===== src/rtl/multi_timer_pkg.sv =====
// Shared definitions for the multi-channel timer: FSM states, register offsets, mode codes.
// No logic of its own; imported by the channel and the top level.
// No flow control is involved.
package multi_timer_pkg;

    typedef enum logic [1:0] {
        ST_IDLE = 2'd0,
        ST_LOAD = 2'd1,
        ST_CNT  = 2'd2,
        ST_INT  = 2'd3
    } tmr_state_t;

    localparam logic [1:0] REG_CTRL   = 2'd0;
    localparam logic [1:0] REG_PRESET = 2'd1;
    localparam logic [1:0] REG_COUNT  = 2'd2;
    localparam logic [1:0] REG_STATUS = 2'd3;

    localparam logic [1:0] MODE_ONESHOT  = 2'b00;
    localparam logic [1:0] MODE_PERIODIC = 2'b01;

    // Reserved mode codes 10/11 fall back to one-shot behaviour.
    function automatic logic is_periodic(input logic [1:0] mode);
        return mode == MODE_PERIODIC;
    endfunction

endpackage


===== src/rtl/timer_channel.sv =====
// One timer channel: ctrl/preset/count/status registers plus IDLE-LOAD-CNT-INT FSM.
// Register writes land on the next edge; reads are combinational.
// Any write to this channel holds its FSM for that cycle; no other backpressure.
module timer_channel
    import multi_timer_pkg::*;
#(
    parameter int WIDTH = 32
) (
    input  logic        clk,
    input  logic        reset,
    input  logic        we,
    input  logic [1:0]  reg_sel,
    input  logic [31:0] din,
    output logic [31:0] rdata,
    output logic        irq
);

    tmr_state_t       state;
    tmr_state_t       state_nxt;
    logic             en;
    logic             en_nxt;
    logic [1:0]       mode;
    logic             im;
    logic [WIDTH-1:0] preset;
    logic [WIDTH-1:0] count;
    logic [WIDTH-1:0] count_nxt;
    logic             pend;
    logic             pend_set;
    logic             fsm_go;
    logic             wr_ctrl;
    logic             wr_preset;
    logic             wr_count;
    logic             wr_status;
    logic             unused_din;

    assign fsm_go    = !we;
    assign wr_ctrl   = we && (reg_sel == REG_CTRL);
    assign wr_preset = we && (reg_sel == REG_PRESET);
    assign wr_count  = we && (reg_sel == REG_COUNT);
    assign wr_status = we && (reg_sel == REG_STATUS);
    assign unused_din = ^din;

    always_ff @(posedge clk or negedge reset) begin
        if (!reset) begin
            state <= ST_IDLE;
        end else if (fsm_go) begin
            state <= state_nxt;
        end
    end

    always_comb begin
        state_nxt = state;
        count_nxt = count;
        en_nxt    = en;
        pend_set  = 1'b0;
        case (state)
            ST_IDLE: begin
                if (en) begin
                    state_nxt = ST_LOAD;
                end
            end
            ST_LOAD: begin
                count_nxt = preset;
                state_nxt = ST_CNT;
            end
            ST_CNT: begin
                // Presets of 0 and 1 both expire on the first counting cycle.
                if (!en) begin
                    state_nxt = ST_IDLE;
                end else if (count > WIDTH'(1)) begin
                    count_nxt = count - WIDTH'(1);
                end else begin
                    count_nxt = '0;
                    pend_set  = 1'b1;
                    state_nxt = ST_INT;
                end
            end
            ST_INT: begin
                if (is_periodic(mode)) begin
                    state_nxt = ST_LOAD;
                end else begin
                    en_nxt    = 1'b0;
                    state_nxt = ST_IDLE;
                end
            end
            default: state_nxt = ST_IDLE;
        endcase
    end

    always_ff @(posedge clk or negedge reset) begin
        if (!reset) begin
            en     <= 1'b0;
            mode   <= 2'b00;
            im     <= 1'b0;
            preset <= '0;
            count  <= '0;
            pend   <= 1'b0;
        end else begin
            if (wr_ctrl) begin
                en   <= din[0];
                mode <= din[2:1];
                im   <= din[3];
            end else if (fsm_go) begin
                en <= en_nxt;
            end

            if (wr_preset) begin
                preset <= din[WIDTH-1:0];
            end

            if (wr_count) begin
                count <= din[WIDTH-1:0];
            end else if (fsm_go) begin
                count <= count_nxt;
            end

            // Expiry beats a same-cycle clear so an interrupt is never lost.
            if (pend_set && fsm_go) begin
                pend <= 1'b1;
            end else if (wr_status && din[0]) begin
                pend <= 1'b0;
            end
        end
    end

    always_comb begin
        rdata = '0;
        case (reg_sel)
            REG_CTRL:   rdata = {28'd0, im, mode, en};
            REG_PRESET: rdata = 32'(preset);
            REG_COUNT:  rdata = 32'(count);
            REG_STATUS: rdata = {31'd0, pend};
            default:    rdata = '0;
        endcase
    end

    assign irq = pend & im;

endmodule


===== src/rtl/multi_timer.sv =====
// NCH independent down-count timers behind a word-addressed register window.
// Writes take effect on the next edge; read data and interrupts are combinational.
// No backpressure; a write holds only the addressed channel's FSM for one cycle.
module multi_timer
    import multi_timer_pkg::*;
#(
    parameter int NCH   = 2,
    parameter int WIDTH = 32
) (
    input  logic           clk,
    input  logic           reset,
    input  logic [31:0]    Addr,
    input  logic           WE,
    input  logic [31:0]    Din,
    output logic [31:0]    Dout,
    output logic [NCH-1:0] IRQ_vec,
    output logic           IRQ
);

    logic [2:0]  ch_sel;
    logic [1:0]  reg_sel;
    logic [31:0] ch_rdata [NCH];
    logic        unused_addr;

    assign ch_sel      = Addr[6:4];
    assign reg_sel     = Addr[3:2];
    assign unused_addr = ^{Addr[31:7], Addr[1:0]};

    for (genvar i = 0; i < NCH; i++) begin : g_ch
        logic ch_we;
        assign ch_we = WE && (ch_sel == 3'(i));

        timer_channel #(
            .WIDTH (WIDTH)
        ) u_ch (
            .clk     (clk),
            .reset   (reset),
            .we      (ch_we),
            .reg_sel (reg_sel),
            .din     (Din),
            .rdata   (ch_rdata[i]),
            .irq     (IRQ_vec[i])
        );
    end

    // Unpopulated channel slots match no index and read as zero.
    always_comb begin
        Dout = '0;
        for (int k = 0; k < NCH; k++) begin
            if (ch_sel == 3'(k)) begin
                Dout = ch_rdata[k];
            end
        end
    end

    assign IRQ = |IRQ_vec;

endmodule


===== config.mk =====
export PLATFORM = sky130hd
export DESIGN_NAME = multi_timer
export DESIGN_NICKNAME = d
export VERILOG_FILES = /design/src/rtl/multi_timer_pkg.sv /design/src/rtl/timer_channel.sv /design/src/rtl/multi_timer.sv
export SDC_FILE = /design/constraint.sdc
export NUM_CORES = 1
export LEC_CHECK = 0
export BUFFER_PORTS_ARGS = -buffer_cell sky130_fd_sc_hd__buf_2
export CAP_MARGIN = 5
export CORE_ASPECT_RATIO = 0.6
export CORE_UTILIZATION = 45
export DETAILED_ROUTE_END_ITERATION = 8
export PLACE_DENSITY = 0.78
export RECOVER_POWER = 100
export SLEW_MARGIN = 20
export SYNTH_ARGS = -nofsm -noshare
export SYNTH_HDL_FRONTEND = slang
export SYNTH_SLANG_ARGS = --single-unit

===== constraint.sdc =====
create_clock -name clk -period 2.58 [get_ports clk]
set_clock_uncertainty 0.05 [all_clocks]
set_input_delay 0.258 -clock clk [delete_from_list [all_inputs] [get_ports clk]]
set_output_delay 0.258 -clock clk [all_outputs]
set_load 0.1 [all_outputs]

# Yosys cells after proc, flatten, opt, wreduce, memory -nomap -nowiden
# Cells that the tools add are included.
[word_totals] ff_bits=142 inputBits=67 output_inout_bits=35 wordCells=121
[classes] add_sub_neg=2 n_lt_le_gt_ge=2 eq_ne=24 muxes=42 bitwise=4 reduce_logical=33
[ops] operator="32-bit 2-to-1 mux" n=10
[ops] operator="32-bit case mux with 4 select lines" n=2
[ops] operator="32-bit case mux with 2 select lines" n=2
[ops] operator="32-bit by 1-bit greater-than comparator with 1-bit output (second input constant)" n=2
[ops] operator="32-bit by 1-bit subtractor with 32-bit output (second input constant)" n=2
[ops] operator="1-bit 2-to-1 mux" n=20
[ops] operator="3-bit AND reduction" n=6
[ops] operator="2-bit case mux with 4 select lines" n=2
[ops] operator="1-bit logical AND" n=14
[ops] operator="2-bit equality test (second input constant)" n=6
[ops] operator="2-bit 2-to-1 mux" n=6
[ops] operator="2-bit by 1-bit equality test with 1-bit output (second input constant)" n=5
[ops] operator="2-bit by 1-bit != test with 1-bit output (second input constant)" n=4
[ops] operator="2-bit != test (second input constant)" n=4
[ops] operator="2-bit nonzero test" n=4
[ops] operator="2-bit logical NOT" n=3
[ops] operator="3-bit by 1-bit != test with 1-bit output (second input constant)" n=2
[ops] operator="3-bit != test (second input constant)" n=2
[ops] operator="3-bit nonzero test" n=2
[ops] operator="3-bit by 1-bit equality test with 1-bit output (second input constant)" n=1
[ops] operator="3-bit logical NOT" n=1
[ops] operator="1-bit bitwise AND" n=2
[ops] operator="1-bit logical NOT" n=2
[ops] operator="1-bit inverter" n=2
[ops] operator="2-bit OR reduction" n=1

# Depth between registers and ports, before layout
[logic_depth] ltp_word=6 mapped_depth=10 depth_no_buf=8

# Cells and area by module
# A second synthesis with hierarchy kept.
[unflattened] hier_cells=1061 hier_area_um2=9800.6
[by_module_without_submodules] module="timer_channel at g_ch[0].u_ch" n_inst=1 cells_each=500 area_each_um2=4690.7 seq_area_each_um2=1776.7
[by_module_without_submodules] module="timer_channel at g_ch[1].u_ch" n_inst=1 cells_each=485 area_each_um2=4534.3 seq_area_each_um2=1776.7
[by_module_without_submodules] module="multi_timer" n_inst=1 cells_each=76 area_each_um2=575.6 seq_area_each_um2=0.0

# Worst setup path before layout
# OpenSTA, ideal clock, no wires.
[synth_timing] path_type="input -> output" startpoint="in Addr[2]" endpoint="out Dout[0]" arrival_ns=3.105 required_ns=2.272 slack_ns=-0.833 stages=4 n_path_buf=1 path_cell_list="clkbuf_1 mux4_2 inv_1 o21ai_0"
[synth_via] elab_chain_len=4 elab_cells_between_ends=8 classes_between="eq/ne (3); mux (4); reduce/logical (1)"
[synth_lines] item="start: declaration" line_no="multi_timer.sv:12" rtl="input logic [31:0] Addr,"
[synth_lines] item="2-bit equality test, or another cell as far along" line_no="timer_channel.sv:128" rtl="case (reg_sel)"
[synth_lines] item="32-bit case mux with 4 select lines" line_no="timer_channel.sv:128"
[synth_lines] item="32-bit 2-to-1 mux" line_no="multi_timer.sv:50" rtl="if (ch_sel == 3'(k)) begin"
[synth_lines] item="32-bit 2-to-1 mux *" line_no="multi_timer.sv:50"
[synth_lines] item="end: declaration" line_no="multi_timer.sv:15" rtl="output logic [31:0] Dout,"
# Mark *: on every way between the ends. The rest lies on a longest branch, timed or not.

# Worst setup path after layout
[layout_timing] startpoint="reg g_ch[1].u_ch.count[30]" endpoint="reg g_ch[1].u_ch.count[17]"
[layout_via] elab_chain_len=6
[layout_lines] item="start: declaration" line_no="timer_channel.sv:25" rtl="logic [WIDTH-1:0] count;"
[layout_lines] item="start signal: assignment" line_no="timer_channel.sv:112" rtl="count <= din[WIDTH-1:0];"
[layout_lines] item="start signal: assignment" line_no="timer_channel.sv:114" rtl="count <= count_nxt;"
[layout_lines] item="32-bit by 1-bit greater-than comparator with 1-bit output" line_no="timer_channel.sv:70" rtl="end else if (count > WIDTH'(1)) begin"
[layout_lines] item="32-bit 2-to-1 mux" line_no="timer_channel.sv:70"
[layout_lines] item="32-bit 2-to-1 mux" line_no="timer_channel.sv:68" rtl="if (!en) begin"
[layout_lines] item="32-bit case mux with 2 select lines" line_no="timer_channel.sv:56" rtl="case (state)"
[layout_lines] item="32-bit 2-to-1 mux" line_no="timer_channel.sv:113" rtl="end else if (fsm_go) begin"
[layout_lines] item="32-bit 2-to-1 mux" line_no="timer_channel.sv:111" rtl="if (wr_count) begin"
# No other way between the ends. The select of a mux whose other input is x is not followed.
# A chain may end at the register's enable or synchronous reset.

==> Implementation_results.wiki <==
{| class="wikitable"
! Metric !! Value
|-
| Outcome || finished, violations left
|-
| Violated checks || capacitance limit, setup timing
|-
| Initial DRT Pass Iterations || 6
|-
| Register bit total from synthesis || 142
|-
| Synth warnings || 0
|-
| CTS tree || built
|-
| Total grt overflow || 0
|-
| Sequential element share of the synthesized area || 41.2%
|-
| Total clock buffers created by CTS || 17
|-
| Number of routed nets with antenna violations || 0
|-
| Detail-routed via count per cell || 6.74
|-
| Setup TNS || -0.881 ns
|-
| Routability Congestion || 0.994
|-
| Distinct cell type count of the synthesized netlist || 67
|-
| Relative contribution of the clock network to total power || 21.2%
|-
| Row count || 38
|-
| Total DRC errors in the routed layout || 0
|-
| Arr. time, crit path || 2.93 ns
|-
| Wire length of the first global-routing pass || 49.1 mm
|-
| I/O pin count || 102
|-
| Final worst path period need || 2.67 ns
|-
| Hold slack || 0.0736 ns
|-
| Finished layout cell area || 11400 sq um
|-
| Number of synthesized flops with an enable pin || 0
|-
| Area growth from synthesis to final layout || 32.2%
|-
| Most used flip-flop cell after synthesis || sky130_fd_sc_hd__dfrtp_1
|-
| Vias after detailed routing || 8895
|-
| Post-synthesis cell type with the largest combined area || sky130_fd_sc_hd__dfrtp_1
|-
| Buffer cell driving the clock tree root || sky130_fd_sc_hd__clkbuf_16
|-
| Net count of the mapped netlist || 989
|-
| Power dissipated by switching net loads || 0.00559 W
|-
| Core area || 18400 sq um
|-
| Part of the cycle the worst path needs || 103%
|-
| Reported max-cap violation count || 1
|-
| Number of input and output port buffers inserted || 74
|-
| Avg WL per Cell || 24.2 um
|-
| Class of the tightest hold or removal check || primary input to flip-flop
|-
| Share of Yosys cell area claimed by the top area cell type || 41.2%
|-
| Final setup fails || 21
|-
| Final design utilization || 62.0%
|-
| Die Height || 109 um
|-
| Slowest stage cell on the critical path || sky130_fd_sc_hd__or4_4
|-
| Gate count of the mapped netlist || 910
|-
| Critical Path Most Common Cell || sky130_fd_sc_hd__or4_4
|-
| DPL Wire Length || 22.6 mm
|-
| Horizontal extent of the die || 181 um
|-
| Hold Crit Depth || 2
|-
| CTS Buffer Depth || 2
|-
| Antenna violations before repair || 0
|-
| Global route hottest layer || met2
|-
| Via count of the first global-routing pass || 8292
|-
| Power density over the cells || 1130 nW/um^2
|-
| Initial core utilization || 46.9%
|-
| Kind of end point of the critical path || flip-flop
|-
| Worst slew margin relative to its limit || 0.703%
|-
| Critical Setup Path Class || flip-flop to flip-flop
|-
| Crit path cell chain || or4_4, or4b_4, or4_4, nand3_4, buf_6, a21oi_2, a211o_1
|-
| Net switching fraction of the power || 43.3%
|-
| Total chip power || 0.0129 W
|-
| Fin. max-slew vios || 0
|-
| Worst Max-Slew Pin Slew || 1.49 ns
|-
| CTS Sinks || 142
|-
| Met3 GRT Util || 7.78%
|-
| Area of the die || 19700 sq um
|-
| Stage delay of the slowest cell on the critical path || 0.55 ns
|-
| Largest net degree at the start of global routing || 57
|-
| Clock H-tree levels || 4
|-
| 1st-iter DRT viols || 1133
|-
| Top cells by area, synth || sky130_fd_sc_hd__dfrtp_1 (41%), sky130_fd_sc_hd__mux2_2 (8.9%), sky130_fd_sc_hd__a22oi_1 (7.7%), sky130_fd_sc_hd__nand2_1 (3.3%), sky130_fd_sc_hd__o22ai_1 (2.5%)
|-
| Clock transition at the registers of the reported paths || 0.06 ns
|-
| Share of post-route cells with drive strength above 1 || 33.6%
|-
| Met1 usage in global routing || 47.9%
|-
| Setup WS post-layout || -0.0854 ns
|-
| Internal Pwr Total || 0.00732 W
|-
| Total leakage power || 4.84 nW
|-
| Maximum achievable frequency || 375 MHz
|-
| IR drop worst, VDD || 0.000551 V
|-
| Combined area of all synthesized cells || 8620 sq um
|-
| Dpl cell area || 10700 sq um
|-
| Number of antenna diodes || 0
|-
| Combinational cell fraction of total power || 51.3%
|-
| Sequential power share || 27.5%
|-
| Overall track demand over capacity in global routing || 33.2%
|-
| Async set-reset flop share out of synthesis || 100%
|-
| Total Routed Length || 32.0 mm
|-
| Worst-path maximum fanout || 7
|-
| Final Hold Violating Endpoints || 0
|-
| Clock latency at the later pin of the worst-skew pair || 0.43 ns
|-
| Met2 capacity usage during global routing || 49.9%
|-
| Count of nets after finishing || 1146
|-
| Worst Reg-to-Reg Cells || 7
|-
| Unrepaired setup endpoints after global routing || true
|-
| Syn avg cell area || 9.48 sq um
|-
| CP startpoint kind || flip-flop
|-
| Worst EP required || 2.84 ns
|}
==> path summary, 6_finish.rpt <==
kind                                        start  slack [ns]                      end
setup / recovery           g_ch[1].u_ch.count[30]       -0.09   g_ch[1].u_ch.count[17]
hold / removal                            Din[30]        0.07  g_ch[1].u_ch.preset[30]
setup reg to reg           g_ch[1].u_ch.count[30]       -0.09   g_ch[1].u_ch.count[17]
hold reg to reg                 g_ch[0].u_ch.pend        0.48        g_ch[0].u_ch.pend
max in group asynchronous                   reset        0.29  g_ch[1].u_ch.preset[17]
min in group asynchronous                   reset        0.68   g_ch[1].u_ch.preset[1]
==> placed cells by master, fill, tap and decap left out, types with 9 or more instances in the layout <==
cell,Yosys,routed
sky130_fd_sc_hd__clkbuf_2,0,10
sky130_fd_sc_hd__xor2_1,9,9
sky130_fd_sc_hd__buf_4,2,108
sky130_fd_sc_hd__nand3_1,24,24
sky130_fd_sc_hd__o211ai_1,12,12
sky130_fd_sc_hd__nor2_1,51,46
sky130_fd_sc_hd__clkbuf_1,47,11
sky130_fd_sc_hd__nor4_1,21,18
sky130_fd_sc_hd__buf_6,1,9
sky130_fd_sc_hd__inv_1,21,21
sky130_fd_sc_hd__o22ai_2,0,27
sky130_fd_sc_hd__dfrtp_1,142,142
sky130_fd_sc_hd__clkbuf_16,0,17
sky130_fd_sc_hd__a22o_1,11,11
sky130_fd_sc_hd__buf_2,4,35
sky130_fd_sc_hd__a22oi_1,88,88
sky130_fd_sc_hd__ha_1,12,12
sky130_fd_sc_hd__a31oi_1,10,10
sky130_fd_sc_hd__nand4_1,9,9
sky130_fd_sc_hd__o31ai_1,9,9
sky130_fd_sc_hd__a211o_1,9,9
sky130_fd_sc_hd__a21oi_1,36,29
sky130_fd_sc_hd__nor3_1,27,26
sky130_fd_sc_hd__mux2_2,68,68
sky130_fd_sc_hd__or3_1,12,11
sky130_fd_sc_hd__o21ai_0,38,34
sky130_fd_sc_hd__nand2_1,76,75
sky130_fd_sc_hd__buf_12,0,30
==> layout make-up <==
class                   count  area, sq um
clock buffers              20          447
clock inverters            11          190
fillers                  1508         7000
inverters                  21         78.8
multi-input cells         680         5030
flip-flops and latches    142         3550
well taps                 240          300
repair buffers            205         1800
==> metal layers <==
metal | vias to the layer above | wire length, um
li1 | 3836 | -
met1 | 4379 | 13700
met2 | 607 | 13700
met3 | 73 | 3880
met4 | 0 | 695
met5 | - | 0
==> synth_stat cells (21+ instances only) <==
library cell,instances
sky130_fd_sc_hd__dfrtp_1,142
sky130_fd_sc_hd__a22oi_1,88
sky130_fd_sc_hd__nand2_1,76
sky130_fd_sc_hd__mux2_2,68
sky130_fd_sc_hd__nor2_1,51
sky130_fd_sc_hd__clkbuf_1,47
sky130_fd_sc_hd__o21ai_0,38
sky130_fd_sc_hd__a21oi_1,36
sky130_fd_sc_hd__o22ai_1,35
sky130_fd_sc_hd__nor3_1,27
sky130_fd_sc_hd__nand3_1,24
sky130_fd_sc_hd__inv_1,21
sky130_fd_sc_hd__nor4_1,21
==> cell families (layout without fill, tap and decap cells) <==
kind of cell    Yosys count  in the layout  share of synthesized area, %
mux                      76             76                          10.1
simple gates            277            278                          16.8
buf+inv                  89            257                          4.24
fa+ha+maj                12             12                          1.74
flops                   142            142                          41.2
xor+xnor                 17             17                          1.73
compound gates          297            297                          24.2
==> critical path: cells and delay by family (launching register included) <==
family / cells / cell delay [ns]
AO/OA/AOI/OAI: 2 / 0.27
buffers and inverters: 1 / 0.13
flip-flops: 1 / 0.39
AND/OR/NAND/NOR: 4 / 1.71
==> registers in the layout, summed over array words and instances (netlist names) <==
register / cells
g_ch.u_ch.en: 2
g_ch.u_ch.preset: 64
g_ch.u_ch.pend: 2
g_ch.u_ch.mode: 4
g_ch.u_ch.im: 2
g_ch.u_ch.state: 4
g_ch.u_ch.count: 64
==> metrics by stage <==
stage               setup WS [ns]  instances
finish                    -0.0854       1319
global route               -0.127       1319
CTS                       -0.0599       1318
detailed placement        -0.0989       1277
global placement          -0.0565       1277
floorplan                  -0.344        910
==> timing repair <==
action                                 in CTS  in global routing
hold buffers                                1                  0
resized for setup                          13                 25
setup buffers                               8                  1
setup endpoints to repair                  20                 47
cloned                                      1                  0
pin swaps                                   8                 13
endpoints found under the hold margin      52                  0
==> power groups by stage <==
stage / Combinational [W] / Sequential, W / Clock (W)
after floorplan: 0.00356 / 0.00350 / 0
after global placement: 0.00608 / 0.00350 / 0
after detailed placement: 0.00619 / 0.00353 / 0
after CTS: 0.00630 / 0.00352 / 0.00275
after global routing: 0.00703 / 0.00363 / 0.00284
final: 0.00662 / 0.00355 / 0.00273
Note: power is estimated with default switching activity, not from simulation.
